File: src/rtl/tlp_pkg.sv
// Shared definitions for the TLP TX command path: requester ids, arbiter
// state encoding and the default descriptor width.
package tlp_pkg;

  localparam int unsigned C_CMD_WIDTH_DEF = 64;
  localparam int unsigned NUM_REQ         = 3;
  localparam int unsigned REQ_ID_W        = 2;

  typedef logic [REQ_ID_W-1:0] req_id_t;

  localparam req_id_t REQ_CPL = 2'd0;
  localparam req_id_t REQ_MWR = 2'd1;
  localparam req_id_t REQ_MRD = 2'd2;

  typedef enum logic [1:0] {
    ST_IDLE  = 2'd0,
    ST_ARB   = 2'd1,
    ST_STALL = 2'd2
  } arb_state_t;

  // Next requester in rotating order, wrapping MRD back to CPL.
  function automatic req_id_t rr_next(input req_id_t id);
    return (id >= REQ_MRD) ? REQ_CPL : req_id_t'(id + req_id_t'(1));
  endfunction

endpackage

File: src/rtl/tlp_rr_pick3.sv
// Three-way rotating priority pick with CPL strict-priority option and a
// starvation override that always takes precedence.
module tlp_rr_pick3
  import tlp_pkg::*;
(
  input  logic [NUM_REQ-1:0] valid,
  input  req_id_t            ptr,
  input  logic               cpl_prio,
  input  logic [NUM_REQ-1:0] starved,
  output logic               any_c,
  output req_id_t            idx_c,
  output logic [NUM_REQ-1:0] onehot_c
);

  logic [NUM_REQ-1:0] starv;
  req_id_t            cand;

  assign starv = starved & valid;

  always_comb begin
    any_c = 1'b0;
    idx_c = REQ_CPL;
    cand  = rr_next(ptr);
    if (|starv) begin
      any_c = 1'b1;
      if (starv[REQ_CPL])      idx_c = REQ_CPL;
      else if (starv[REQ_MWR]) idx_c = REQ_MWR;
      else                     idx_c = REQ_MRD;
    end else if (cpl_prio && valid[REQ_CPL]) begin
      any_c = 1'b1;
      idx_c = REQ_CPL;
    end else begin
      // Walk the ring starting one past the last winner.
      for (int unsigned k = 0; k < NUM_REQ; k++) begin
        if (!any_c && valid[cand]) begin
          any_c = 1'b1;
          idx_c = cand;
        end
        cand = rr_next(cand);
      end
    end
  end

  assign onehot_c = any_c ? (NUM_REQ'(1) << idx_c) : '0;

endmodule

File: src/rtl/tlp_txcmd_arb.sv
// Arbitrates CPL/MWR/MRD command descriptors into the TX command FIFO with a
// fixed one-cycle write latency, per-requester grant counters and anti-starvation.
module tlp_txcmd_arb
  import tlp_pkg::*;
#(
  parameter int unsigned C_CMD_WIDTH  = C_CMD_WIDTH_DEF,
  parameter int unsigned C_STARVE_MAX = 15
) (
  input  logic                           clk,
  input  logic                           rst_n,
  input  logic [NUM_REQ-1:0]             req_valid,
  input  logic [NUM_REQ*C_CMD_WIDTH-1:0] req_data,
  output logic [NUM_REQ-1:0]             req_ready,
  input  logic                           cfg_cpl_prio,
  input  logic                           fifo_afull,
  output logic                           fifo_wr,
  output logic [C_CMD_WIDTH-1:0]         fifo_wdata,
  output logic [1:0]                     fifo_wsrc,
  output logic [NUM_REQ*16-1:0]          grant_cnt
);

  localparam int unsigned CNT_W  = 16;
  localparam int unsigned WAIT_W = ($clog2(C_STARVE_MAX + 1) > 4) ? $clog2(C_STARVE_MAX + 1) : 4;
  localparam logic [WAIT_W-1:0] WAIT_MAX = WAIT_W'(C_STARVE_MAX);

  arb_state_t               state, state_nxt;
  req_id_t                  rr_ptr;
  logic [WAIT_W-1:0]        wait_cnt [NUM_REQ];
  logic [CNT_W-1:0]         gcnt     [NUM_REQ];
  logic [NUM_REQ-1:0]       starved;
  logic [NUM_REQ-1:0]       hs;
  logic                     pick_any_c;
  req_id_t                  pick_idx_c;
  logic [NUM_REQ-1:0]       pick_onehot_c;
  logic [C_CMD_WIDTH-1:0]   pick_data_c;

  always_comb begin
    for (int unsigned i = 0; i < NUM_REQ; i++) begin
      starved[i]                    = (wait_cnt[i] == WAIT_MAX);
      grant_cnt[i*CNT_W +: CNT_W]   = gcnt[i];
    end
  end

  tlp_rr_pick3 u_pick (
    .valid    (req_valid),
    .ptr      (rr_ptr),
    .cpl_prio (cfg_cpl_prio),
    .starved  (starved),
    .any_c    (pick_any_c),
    .idx_c    (pick_idx_c),
    .onehot_c (pick_onehot_c)
  );

  // Descriptor of the current winner; only sampled on a handshake.
  always_comb begin
    pick_data_c = req_data[C_CMD_WIDTH-1:0];
    for (int unsigned i = 1; i < NUM_REQ; i++) begin
      if (pick_idx_c == req_id_t'(i)) pick_data_c = req_data[i*C_CMD_WIDTH +: C_CMD_WIDTH];
    end
  end

  assign hs = req_valid & req_ready;

  always_ff @(posedge clk or negedge rst_n) begin
    if (!rst_n) state <= ST_IDLE;
    else        state <= state_nxt;
  end

  // A late fifo_afull still lets the current grant through; STALL stops the next one.
  always_comb begin
    state_nxt = state;
    req_ready = '0;
    case (state)
      ST_IDLE:  if (|req_valid) state_nxt = ST_ARB;
      ST_ARB: begin
        req_ready = pick_onehot_c;
        if (fifo_afull)       state_nxt = ST_STALL;
        else if (!pick_any_c) state_nxt = ST_IDLE;
      end
      ST_STALL: if (!fifo_afull) state_nxt = ST_ARB;
      default:  state_nxt = ST_IDLE;
    endcase
  end

  always_ff @(posedge clk or negedge rst_n) begin
    if (!rst_n) begin
      rr_ptr     <= REQ_MRD;
      fifo_wr    <= 1'b0;
      fifo_wdata <= '0;
      fifo_wsrc  <= '0;
    end else begin
      fifo_wr <= |hs;
      if (|hs) begin
        rr_ptr     <= pick_idx_c;
        fifo_wdata <= pick_data_c;
        fifo_wsrc  <= pick_idx_c;
      end
    end
  end

  // Wait counters only advance on lost arbitration cycles.
  always_ff @(posedge clk or negedge rst_n) begin
    if (!rst_n) begin
      for (int unsigned i = 0; i < NUM_REQ; i++) begin
        wait_cnt[i] <= '0;
        gcnt[i]     <= '0;
      end
    end else begin
      for (int unsigned i = 0; i < NUM_REQ; i++) begin
        if (!req_valid[i] || hs[i])
          wait_cnt[i] <= '0;
        else if (state == ST_ARB && wait_cnt[i] != WAIT_MAX)
          wait_cnt[i] <= wait_cnt[i] + WAIT_W'(1);
        if (hs[i]) gcnt[i] <= gcnt[i] + CNT_W'(1);
      end
    end
  end

endmodule

File: config.mk
export PLATFORM = sky130hd
export DESIGN_NAME = tlp_txcmd_arb
export DESIGN_NICKNAME = d
export VERILOG_FILES = /design/src/rtl/tlp_pkg.sv /design/src/rtl/tlp_rr_pick3.sv /design/src/rtl/tlp_txcmd_arb.sv
export SDC_FILE = /design/constraint.sdc
export NUM_CORES = 1
export LEC_CHECK = 0
export BUFFER_PORTS_ARGS = -buffer_cell sky130_fd_sc_hd__buf_4
export CAP_MARGIN = 10
export CORE_MARGIN = 8
export CORE_UTILIZATION = 40
export CTS_CLUSTER_DIAMETER = 120
export DETAILED_ROUTE_END_ITERATION = 8
export PLACE_DENSITY = 0.69
export SETUP_SLACK_MARGIN = 0.5
export SKIP_CTS_REPAIR_TIMING = 1
export SYNTH_ARGS = -nofsm -noshare
export SYNTH_HDL_FRONTEND = slang
export SYNTH_HIERARCHICAL = 1
export SYNTH_SLANG_ARGS = --single-unit
File: constraint.sdc
create_clock -name clk -period 3.6 [get_ports clk]
set_input_delay 0.72 -clock clk [delete_from_list [all_inputs] [get_ports clk]]
set_output_delay 0.72 -clock clk [all_outputs]
set_load 0.05 [all_outputs]
==> results of run 1 <==
[where the power goes]
part           leakage [nW]  switching, mW  internal, mW  total [mW]
clock                 0.331          0.687          1.31        2.00
sequential             1.68          0.341          1.93        2.27
combinational          3.20           2.67          1.35        4.02
total                  5.21           3.70          4.60        8.29
[layout make-up]
class / instances / area (um2)
clock buffer: 18 / 429.2
clock inverter: 14 / 252.7
fill: 1641 / 7782
inverter: 3 / 11.26
multi-input combinational: 600 / 4025
sequential: 130 / 3254
tap: 234 / 292.8
timing repair buffer: 323 / 2470
[registers in the layout, indices dropped and copies added, names as in the netlist]
register / count
state: 2
wait_cnt: 12
fifo_wdata: 64
fifo_wr: 1
grant_cnt: 48
rr_ptr: 1
fifo_wsrc: 2
[per-layer routing]
| metal | GRT usage (%) | vias up |
|---|---|---|
| met5 | 0 | - |
| met4 | 5.231 | 2 |
| met3 | 8.054 | 20 |
| met2 | 32.79 | 210 |
| met1 | 22.02 | 3118 |
| li1 | - | 3315 |
[layout by cell type (no fill, tap or decap), types with 5 or more instances in the layout]
cell,synthesis,layout
nor2_1,21,21
o21ai_0,68,68
buf_4,2,318
o21ai_1,64,64
dfrtp_1,129,129
nand2_1,167,167
ha_1,6,6
clkinv_4,0,6
a21oi_1,5,5
and4_1,5,5
and3_1,9,8
nand3_1,16,16
mux2i_1,67,67
nand4_1,10,10
xnor2_1,35,35
clkbuf_16,0,17
mux2_2,66,66
xor2_1,15,15
nand2b_1,8,8
bufinv_16,0,6
[worst min-delay path by stage]
stage                       start        endpoint
finish                      rst_n    grant_cnt[0]
global route                rst_n    grant_cnt[0]
CTS                         rst_n  fifo_wdata[10]
detailed placement  grant_cnt[47]   grant_cnt[47]
global placement    grant_cnt[47]   grant_cnt[47]
floorplan                   rst_n   fifo_wdata[0]
[cell families after synthesis]
group,after synthesis,synth area share [%]
adder cells (fa/ha/maj),6,1.005
buffers and inverters,48,2.898
AO/OA/AOI/OAI,146,10.37
flip-flops,130,43.58
multiplexers,133,18.93
XOR/XNOR,51,6.081
AND/OR/NAND/NOR,264,17.14
[metrics by stage]
step,std cells,worst slack [ps]
floorplan,778,895.0
global placement,1288,620.1
detailed placement,1288,546.9
CTS,1320,301.1
global route,1322,489.0
finish,1322,582.1
[critical path, cell delays in order (launching register included)]
cell and delay [ps]:
dfrtp_1 410, ha_1 240, and3_2 220, nor2b_1 100, o21ai_0 130, o2111a_2 200, nor3b_4 240, and2_4 190
buf_6 150
==> impl_metrics.ini, run 1 <==
[floorplan]
initial_core_util_pct = 40.33
die-area_mm2 = 0.02330
die_y_um = 152.6
rows = 50
core-area_mm2 = 0.01852
ios = 317
die_w_um = 152.6

[detailed_routing]
vias = 6665
drc = 0
met2WireLength_um = 11210
post_drt_wl_per_cell_um = 17.19
routed_via_density = 5.042
ant_nets = 0
met1_length_um = 9125
drt_iter0_drc = 256
top_layer_used = met5
dr_wl_met3_um = 2064
drt_pre_antenna_iters = 4
drt_wl_total_um = 22720

[clocking]
h-tree-depth = 4
cts_buffer_depth = 2
cts_root_buf = clkbuf_16
clk_latency_ps = 410
clock_sinks = 130
cts_buffers = 17
clk_pin_slew_worst_paths_ps = 60
tritoncts = built

[synth]
ys_types = 45
synth_nets = 983
async_reset_ff_share_pct = 100.0
synthesis.instances = 778
synthTopCellsByCount = nand2_1 (167), dfrtp_1 (129), o21ai_0 (68)
yosys_warnings = 6
ys_ff_latch = 130
synth_enable_flop_cells = 0
yosysMostFrequentCell = nand2_1
ys_seq_area_share_pct = 43.58
syn_area_per_cell_um2 = 9.600
synth_ff_type = dfrtp_1
synthesis.area_mm2 = 0.007468
yosys.area.top_type = dfrtp_1
synth.top_cell.area_share_pct = 43.22
synth_area_leaders = dfrtp_1 (43%), mux2_2 (10%), mux2i_1 (9.0%)

[placement]
finalWeightedCongestion = 0.7774
port_buffers = 316
hpwl_um = 17000
placed_area_mm2 = 0.01002

[finish]
finalInstanceArea_mm2 = 0.01074
area.growth.synth_to_final_pct = 43.74
drive_above_1_share_pct = 40.26
final_util_pct = 57.97
nets = 1280
diodes = 0

[critical_path]
critPathArrivalTime_ps = 2300
cp.required_ps = 2880
reg2reg_depth = 9
endpoint_kind = output port
r2r_slack_ps = 750
cp_max_fo = 6
worstSetupStartpointType = flip-flop
worstSetupPathType = flip-flop to output port
critPathCapture = req_ready[0]
crit_path_start = wait_cnt[4]
r2r_end = fifo_wdata[28]
rr_startpoint = wait_cnt[4]

[sta]
relSlewSlack_pct = 21.90
finalSetupViolCount = 0
rsz0062_at_grt = no
hold_viol = 0
tns_ps = 0
period_needed_ps = 3018
holdWs_ps = 359.7
worstMarginPinSlew_ps = 1171
finalMaxSlewViolations = 0
clock_skew_ps = 9.915
fin_crit_sh_pct = 83.83
max_freq_mhz = 331.4

[power]
irDropWorstVdd_mv = 0.3825
finalPower_mw = 8.292
power_leakage_nw = 5.213
pwr_density_cell_mw_per_mm2 = 772.4

[global_route]
track_usage_pct = 19.32
antenna_found_initial = 1
grt_pass1_vias = 6875
grt_max_degree = 133
grt_pass1_wl_um = 36670
overflow = 0

[run_status]
status = completed

[job]
cap_violations = 0

[worst_hold_path]
min-delay-path-class = primary input to async pin
(Power assumes the default switching activity.)
==> run 2: changes to the inputs <==
--- a/config.mk
+++ b/config.mk
@@ -11,7 +11,7 @@
 export CORE_UTILIZATION = 40
 export CTS_CLUSTER_DIAMETER = 120
 export DETAILED_ROUTE_END_ITERATION = 8
-export PLACE_DENSITY = 0.69
+export PLACE_DENSITY = 0.72
 export SETUP_SLACK_MARGIN = 0.5
 export SKIP_CTS_REPAIR_TIMING = 1
 export SYNTH_ARGS = -nofsm -noshare
==> constraint.sdc (replaced) <==
create_clock -name clk -period 2.71 [get_ports clk]
set_input_delay 0.542 -clock clk [delete_from_list [all_inputs] [get_ports clk]]
set_output_delay 0.542 -clock clk [all_outputs]
set_load 0.05 [all_outputs]
==> impl_metrics.ini, run 2 (synthesis gave the netlist of run 1 again) <==
[run_status]
status = finished, violations left
violations = setup timing

[detailed_routing]
drt_iter0_drc = 285
post_drt_wl_per_cell_um = 19.71
ant_nets = 0
drt_pre_antenna_iters = 4
routed_via_density = 5.213
drt_wl_total_um = 27440
drc = 0
vias = 7256

[power]
p_clk_share_pct = 18.3
seq_power_share_pct = 25.7
irDropWorstVdd_mv = 0.5606
power_frac_comb_pct = 56.0
swShare_pct = 46.45
pwr_density_cell_mw_per_mm2 = 1010
switching_power_mw = 5.711
power.internal_mw = 6.585
power_leakage_nw = 5.865
finalPower_mw = 12.30

[placement]
hpwl_um = 17740
finalWeightedCongestion = 0.8309
place_ws_ps = 80.64
place_inst = 1303
placed_area_mm2 = 0.01021
port_buffers = 316

[sta]
max_freq_mhz = 367.8
finalSetupViolCount = 1
worstMarginPinSlew_ps = 623.5
finalMaxSlewViolations = 0
relSlewSlack_pct = 58.43
fin_crit_sh_pct = 100.3
period_needed_ps = 2719
rsz0062_at_grt = yes
clock_skew_ps = 15.16
setup_ws_ps = -8.866
hold_viol = 0

[global_route]
overflow = 0
grt_max_degree = 130
grt_pass1_wl_um = 37000
grt_pass1_vias = 6986
track_usage_pct = 19.57
antenna_found_initial = 0

[clocking]
clock_sinks = 130
cts_buffer_depth = 2
clk_latency_ps = 420
cts_root_buf = clkbuf_16
cts_buffers = 17
tritoncts = built
clk_pin_slew_worst_paths_ps = 70
h-tree-depth = 4

[finish]
area.growth.synth_to_final_pct = 63.01
drive_above_1_share_pct = 53.97
fillerInstances = 1479
multi_input_area_mm2 = 0.004564
stdcell_count = 1392
largest-register = fifo_wdata
layout_commonest_cell = buf_4
final_cell_mix = buf_4 (340), dfrtp_1 (129), nand2_1 (114), mux2i_1 (67), mux2_2 (66)
finalInstanceArea_mm2 = 0.01217
largest_reg_flops = 64
diodes = 0
regArea_mm2 = 0.003254
nets = 1350

[floorplan]
die_y_um = 152.6
rows = 50
die-area_mm2 = 0.02330
initial_core_util_pct = 40.33
die_w_um = 152.6
core-area_mm2 = 0.01852
ios = 317

[critical_path]
cp.required_ps = 2170
endpoint_kind = output port
worstSetupPathType = flip-flop to output port
worstSetupStartpointType = flip-flop
reg2reg_depth = 12
critPathArrivalTime_ps = 2180
cp_max_fo = 5

[job]
cap_violations = 0

[worst_hold_path]
min-delay-path-class = primary input to async pin
-- run 2: cell type report --
cell class	count	share of cell area, %
Clock buffer	18	3.525
Clock inverter	14	1.182
Inverter	3	0.1131
Multi-Input combinational cell	600	37.49
Sequential cell	130	26.73
Tap cell	234	2.405
Timing Repair Buffer	393	28.55
-- run 2: metrics by stage --
step	hold WS, ps	TNS, ps	utilization, %
global placement	461.4	0	55.16
global route	96.72	-117.2	65.74
finish	80.36	-8.866	65.74
detailed placement	476.5	0	55.16
CTS	80.50	-155.6	58.25
floorplan	246.4	0	-
-- run 2: metal layers --
layer | GRT usage, % | share of wire [%]
met5 | 0 | 0
met4 | 5.608 | 1.5
met3 | 8.480 | 8.1
met2 | 32.87 | 51
met1 | 22.27 | 39
-- run 2: worst paths after layout --
check                         startpoint             to  slack, ps
setup / recovery             wait_cnt[4]   req_ready[0]         -9
hold / removal                     rst_n  grant_cnt[11]         80
setup reg to reg             wait_cnt[4]  fifo_wdata[3]        170
hold reg to reg            grant_cnt[31]  grant_cnt[31]        480
max in group asynchronous          rst_n  fifo_wdata[1]       2010
min in group clk              fifo_afull       state[1]        410
-- run 2: critical path: stages, from the launching register on --
cell and delay, ps:
dfrtp_1 430, ha_4 180, and3_4 160, nor2b_1 110, o21ai_1 100, o2111a_2 200
nor3b_4 250, and2_4 190, buf_8 140
-- run 2: power groups by stage --
stage	Clock, mW	Sequential, mW	Combinational [mW]
floorplan	0	4.88	1.80
global placement	0	3.02	5.42
detailed placement	0	3.03	5.48
CTS	2.29	3.01	5.48
global route	2.39	3.25	7.26
finish	2.25	3.16	6.89
==> run 3: changes to the inputs <==
--- a/config.mk
+++ b/config.mk
@@ -5,13 +5,14 @@
 export SDC_FILE = /design/constraint.sdc
 export NUM_CORES = 1
 export LEC_CHECK = 0
+export ABC_AREA = 1
 export BUFFER_PORTS_ARGS = -buffer_cell sky130_fd_sc_hd__buf_4
 export CAP_MARGIN = 10
 export CORE_MARGIN = 8
 export CORE_UTILIZATION = 40
 export CTS_CLUSTER_DIAMETER = 120
 export DETAILED_ROUTE_END_ITERATION = 8
-export PLACE_DENSITY = 0.72
+export PLACE_DENSITY = 0.71
 export SETUP_SLACK_MARGIN = 0.5
 export SKIP_CTS_REPAIR_TIMING = 1
 export SYNTH_ARGS = -nofsm -noshare
==> impl_metrics.ini, run 3 <==
[sta]
rsz0062_at_grt = yes
fin_crit_sh_pct = 104.4
relSlewSlack_pct = 62.09
worstMarginPinSlew_ps = 568.6
finalSetupViolCount = 74
finalMaxSlewViolations = 0
hold_viol = 0
max_freq_mhz = 353.4
clock_skew_ps = 15.32
period_needed_ps = 2830
setup_ws_ps = -119.7

[placement]
placed_area_mm2 = 0.01026
port_buffers = 316
place_ws_ps = 152.8
finalWeightedCongestion = 0.8677
place_inst = 1605
hpwl_um = 19410

[clocking]
cts_root_buf = clkbuf_16
clock_sinks = 130
cts_buffer_depth = 2
clk_latency_ps = 420
clk_pin_slew_worst_paths_ps = 60
h-tree-depth = 4
cts_buffers = 17
tritoncts = built

[detailed_routing]
post_drt_wl_per_cell_um = 16.95
drt_iter0_drc = 380
vias = 8132
drc = 0
ant_nets = 0
drt_wl_total_um = 28690
routed_via_density = 4.803
drt_pre_antenna_iters = 5

[synth]
synth_enable_flop_cells = 0
synthTopCellsByCount = nand2_1 (451), o21ai_0 (140), dfrtp_1 (129)
synthesis.instances = 1078
yosys.area.top_type = dfrtp_1
ys_seq_area_share_pct = 43.35
async_reset_ff_share_pct = 100.0
yosysMostFrequentCell = nand2_1
synth.top_cell.area_share_pct = 43.00
synth_ff_type = dfrtp_1
synth_area_leaders = dfrtp_1 (43%), nand2_1 (23%), o21ai_0 (9.3%)
syn_area_per_cell_um2 = 6.964
synthesis.area_mm2 = 0.007507
ys_ff_latch = 130
synth_nets = 1283
ys_types = 34
yosys_warnings = 6

[global_route]
grt_pass1_vias = 7599
track_usage_pct = 20.78
grt_max_degree = 68
overflow = 0
grt_pass1_wl_um = 39110
antenna_found_initial = 1

[job]
cap_violations = 0

[finish]
nets = 1650
regArea_mm2 = 0.003256
largest_reg_flops = 64
layout_commonest_cell = nand2_1
area.growth.synth_to_final_pct = 58.15
largest-register = fifo_wdata
fillerInstances = 1627
finalInstanceArea_mm2 = 0.01187
drive_above_1_share_pct = 34.16
stdcell_count = 1693
multi_input_area_mm2 = 0.003749
final_cell_mix = nand2_1 (433), buf_4 (347), o21ai_0 (136), dfrtp_1 (128), inv_1 (119)

[floorplan]
die_y_um = 153.0
die-area_mm2 = 0.02341
core-area_mm2 = 0.01858
die_w_um = 153.0
initial_core_util_pct = 40.40
ios = 317
rows = 50

[critical_path]
endpoint_kind = flip-flop
cp.required_ps = 3060
worstSetupPathType = flip-flop to flip-flop
critPathArrivalTime_ps = 3180
cp_max_fo = 8
worstSetupStartpointType = flip-flop

[power]
pwr_density_cell_mw_per_mm2 = 1139
finalPower_mw = 13.52
power_leakage_nw = 6.429
irDropWorstVdd_mv = 0.6327

[run_status]
status = finished, violations left
violations = setup timing

[worst_hold_path]
min-delay-path-class = primary input to async pin
==> run 3: cell types whose count changed after synthesis, moves of 38 or more <==
cell,previous run,this run
nor2_1,21,59
o21ai_0,68,140
o21ai_1,64,3
nand2_1,167,451
mux2_2,66,1
mux2i_1,67,0
inv_1,3,123
==> run 3: routing by layer <==
metal / global-route usage, % / part of all wire (%) / wire (um)
met3: 7.781 / 7.3 / 2092
met5: 0 / 0 / 0
met4: 7.210 / 2.4 / 690
met2: 35.20 / 50 / 14410
met1: 23.72 / 40 / 11500
==> run 3: power by group <==
| part | internal, mW | leakage [nW] | switching, mW |
|---|---|---|---|
| Clock | 1.39 | 0.280 | 0.899 |
| Combinational | 3.08 | 4.50 | 5.06 |
| Sequential | 2.58 | 1.65 | 0.519 |
==> run 3: final cells by class <==
class	instances	area share (%)
multi-input combinational	774	31.57
timing repair buffer	393	29.23
sequential	130	27.42
inverter	129	4.300
clock buffer	18	3.699
tap	234	2.466
clock inverter	14	1.286
antenna	1	0.02108
==> run 3: stage by stage <==
step           TNS [ps]  util (%)  hold WS, ps
6_report          -4678     63.90        102.3
5_1_grt          -14110     63.90        134.5
3_5_place_dp          0     55.21        465.7
4_1_cts          -408.3     58.40        120.3
2_1_floorplan         0         -        246.4
3_3_place_gp          0     55.21        464.4
==> run 3: kinds of logic (layout without fill, tap and decap cells) <==
kind of cell / count (synthesis) / after routing / share of synthesized area (%)
flip-flops: 130 / 130 / 43.35
AND/OR/NAND/NOR: 584 / 584 / 32.08
XOR/XNOR: 32 / 32 / 3.733
buffers and inverters: 174 / 554 / 9.417
adder cells (fa/ha/maj): 6 / 6 / 1.000
AO/OA/AOI/OAI: 151 / 151 / 10.27
multiplexers: 1 / 1 / 0.1500
other: 0 / 1 / 0
==> run 3: path summary, 6_finish.rpt <==
| check | start | endpoint | slack (ps) | cells past startpoint |
|---|---|---|---|---|
| max | rr_ptr[1] | fifo_wdata[58] | -120 | 20 |
| min | rst_n | grant_cnt[6] | 100 | 1 |
| max reg2reg | rr_ptr[1] | fifo_wdata[58] | -120 | 20 |
| min in group clk | req_data[141] | fifo_wdata[13] | 420 | 5 |
| min reg2reg | fifo_wdata[13] | fifo_wdata[13] | 480 | 2 |
| max in group asynchronous | rst_n | rr_ptr[1] | 1890 | 2 |
==> run 3: worst max-delay path, cell delays in order, from the launching register on <==
cell	delay (ps)
dfstp_2	620
nor2_4	70
nand2_1	90
nand2_2	80
nor2_4	110
nand3_2	110
nor2_2	90
nor2_1	50
nand2_2	80
nand3_2	90
nor2_4	140
buf_4	120
buf_6	80
buf_6	80
nand4_4	170
nand3_4	160
buf_12	150
clkbuf_16	170
clkbuf_16	160
nand2_1	50
nand2_1	60
